`config.mk`:
```
export PLATFORM = sky130hd
export DESIGN_NAME = pwm
export DESIGN_NICKNAME = d
export VERILOG_FILES = /design/src/rtl/pwm.sv
export SDC_FILE = /design/constraint.sdc
export NUM_CORES = 1
export LEC_CHECK = 0
export CAP_MARGIN = 20
export CORE_AREA = 2 2 39 41
export CTS_CLUSTER_DIAMETER = 50
export DETAILED_ROUTE_END_ITERATION = 10
export DIE_AREA = 0 0 41 43
export PLACE_DENSITY = 0.69
export REMOVE_ABC_BUFFERS = 1
export SLEW_MARGIN = 20
export SYNTH_ARGS = -nofsm -noshare
export SYNTH_HDL_FRONTEND = slang
export SYNTH_SLANG_ARGS = --single-unit
```
`constraint.sdc`:
```
create_clock -name clk -period 3.15 [get_ports clk]
set_clock_uncertainty 0.1 [all_clocks]
set_input_delay 0.63 -clock clk [delete_from_list [all_inputs] [get_ports clk]]
set_output_delay 0.63 -clock clk [all_outputs]
set_load 0.005 [all_outputs]
```
`src/rtl/pwm.sv`:
```
// Free-running counter-based PWM generator: pwm_out is high while the
// period counter is below the live duty input.
module pwm #(
    parameter int WIDTH = 8
) (
    input  logic             clk,
    input  logic             reset,
    input  logic [WIDTH-1:0] duty,
    output logic             pwm_out
);

    logic [WIDTH-1:0] cnt;

    always_ff @(posedge clk or negedge reset) begin
        if (!reset) begin
            cnt <= '0;
        end else begin
            cnt <= cnt + WIDTH'(1);
        end
    end

    // Gated by reset so the output drops the instant reset asserts,
    // even though cnt=0 would otherwise compare high for nonzero duty.
    assign pwm_out = reset & (cnt < duty);

endmodule

```
==> results of run 1 <==
[cell type report]
cell class / instances / share of cell area (%)
clock buffers: 3 / 3.52
inverters: 8 / 4.70
multi-input cells: 28 / 40.7
flip-flops and latches: 8 / 31.3
well taps: 16 / 3.13
repair buffers: 11 / 16.6
[synth_stat cells]
cell and count:
a211oi_2 1, a21o_1 1, a221oi_2 1, and3_1 1, and4_1 1, dfrtp_1 8, ha_1 8, inv_1 8
nand2_1 1, nand2b_1 1, nand3_1 2, nand4_1 1, nor3b_1 1, o2111a_1 1, o211ai_1 1, o21ai_1 1
xnor2_1 4, xor2_1 2
[cells by family (layout without fill, tap and decap cells)]
| kind of cell | after synthesis | count (layout) | synth area share [%] |
|---|---|---|---|
| flip-flops | 8 | 8 | 40.8 |
| XOR/XNOR | 6 | 6 | 10.7 |
| buffers and inverters | 8 | 22 | 6.12 |
| AO/OA/AOI/OAI | 6 | 6 | 12.0 |
| adder cells (fa/ha/maj) | 8 | 8 | 20.4 |
| AND/OR/NAND/NOR | 8 | 8 | 9.95 |
[worst paths after layout]
check                         from       to  slack [ns]  cells after the start
setup / recovery           duty[3]  pwm_out        0.15                      7
hold / removal              cnt[7]   cnt[7]        0.38                      1
setup reg to reg            cnt[0]   cnt[6]        1.91                      4
hold reg to reg             cnt[7]   cnt[7]        0.38                      1
max in group asynchronous    reset   cnt[1]        2.20                      2
min in group asynchronous    reset   cnt[6]        0.62                      2
[layout by cell type (no fill, tap or decap)]
cell,count
clkdlybuf4s50_1,9
inv_1,8
ha_1,8
dfrtp_1,8
xnor2_1,4
clkbuf_4,3
nand3_1,2
xor2_1,2
and4_1,1
nand4_1,1
and3_1,1
nand2_1,1
o2111a_1,1
o211ai_1,1
nor3b_1,1
a211oi_2,1
o21ai_1,1
a21o_1,1
nand2b_1,1
a221oi_2,1
dlygate4sd2_1,1
buf_4,1
[stage by stage]
stage               utilization [%]  total power, mW
detailed placement             44.7            0.132
CTS                            46.2            0.206
global route                   46.2            0.216
finish                         46.2            0.203
floorplan                         -            0.115
global placement               44.7            0.132
[metal layers]
metal | vias to the layer above | global-route usage (%)
li1 | 181 | -
met1 | 147 | 14.1
met2 | 12 | 16.9
met3 | 0 | 6.28
met4 | 0 | 2.00
met5 | - | 0
[where the power goes]
group	internal (mW)	total [mW]	switching, mW
Combinational	0.0168	0.0265	0.00971
Sequential	0.103	0.103	0
Clock	0.0433	0.0732	0.0299
==> results.json, run 1 <==
{
  "status": "complete, no violations",
  "clk_path_buf_depth": 2,
  "post_cts_buffers": 0,
  "cts.htree.levels": 1,
  "wl_met2_um": 330,
  "highest_layer": "met3",
  "cp_slowest_cell": "clkdlybuf4s50_1",
  "cts.sinks": 8,
  "cts_inserted_buffers": 3,
  "clk_root_buffer_cell": "clkbuf_4",
  "hold_buffers": 0,
  "grtUsageTotal_pct": 11.3,
  "dpl.cell_count": 71,
  "drc_errors": 0,
  "syn_area_per_cell_um2": 11.1,
  "post_cts_resized": 1,
  "overflow": 0,
  "ys_ff_latch": 8,
  "synth_top_area_cell": "dfrtp_1",
  "drive_gt1_share_pct": 10.3,
  "p_per_area_nw_per_um2": 317,
  "cp_data_arrival_time_ns": 2.27,
  "die_y_um": 43,
  "fin_hold_ws_ns": 0.383,
  "synth_cell_types": 18,
  "reg_top3": "cnt (8)",
  "worst_pin_slew_ns": 0.190,
  "rsz0062_at_grt": "no",
  "critPathLaunchType": "input port",
  "die_area_um2": 1760,
  "fin_area_um2": 639,
  "num-nets-final": 78,
  "place_area_um2": 618,
  "initial_core_util_pct": 35.4,
  "period_needed_ns": 3.00,
  "fin_ws_ns": 0.151,
  "min_path_type": "reg2reg",
  "wl_met1_um": 357,
  "final.fill_count": 137,
  "maxSlewHeadroom_pct": 87.3,
  "drv_slew": 0,
  "place_ws_ns": -0.127,
  "synthTopCellsByArea": "dfrtp_1 (41%), ha_1 (20%), xnor2_1 (7.1%), inv_1 (6.1%), xor2_1 (3.6%)",
  "cap_violations": 0,
  "max_freq_ghz": 0.333,
  "synth_warnings": 0,
  "drtIter0Drc": 2,
  "hold_violations": 0,
  "portBuffers": 10,
  "antennaDiodeCount": 0,
  "netlist_area_um2": 490,
  "wl_met3_um": 76,
  "critical_path_peak_fanout": 2,
  "finalWeightedCongestion": 0.656,
  "path_clk_slew_ns": 0.05,
  "cts_tree": "built",
  "ios": 11,
  "antenna_found_initial": 0,
  "largest_reg_flops": 8,
  "final_cell_count_no_fill": 74,
  "largest_register": "cnt",
  "via_per_inst": 4.59,
  "slowest_delay_ns": 0.45,
  "path_buf_inv": 3,
  "p_leak_nw": 0.328,
  "crit_required_ns": 2.42,
  "setup_viol": 0,
  "coreArea_um2": 1380,
  "die_w_um": 41,
  "areaGrowthSynthToFinish_pct": 30.4,
  "first_pass_iters": 2,
  "cp-end-kind": "primary output",
  "syn-instance-count": 44,
  "grt_pass1_vias": 343,
  "num_rows": 14,
  "peakVddDrop_uv": 224,
  "crit_chain": "clkdlybuf4s50_1 -> inv_1 -> ha_1 -> a211oi_2 -> o21ai_1 -> a221oi_2 -> dlygate4sd2_1",
  "multi_input_area_um2": 260,
  "area.sequential_um2": 200,
  "criticalPathCategory": "in2out",
  "grt_max_degree": 9,
  "grt_pass1_wl_um": 1320,
  "fin_tns_setup_ns": 0,
  "avgRoutedWirePerCell_um": 10.3,
  "ant_nets": 0,
  "hpwl_um": 628,
  "crit_family": "buffers and inverters",
  "period_share_pct": 95.2,
  "routed_wirelength_um": 764,
  "seq_area_frac_synth_pct": 40.8,
  "synth_top_area_share_pct": 40.8,
  "vias": 340,
  "clock_latency_ns": 0.24
}
No activity file was read; power rests on OpenSTA's default activity.
==> run 2, diff against run 1 <==
HOLD_SLACK_MARGIN = 0.03   (was not set)
==> results of run 2 <==
No change in the layout: final DEF, timing and power equal those of run 1.
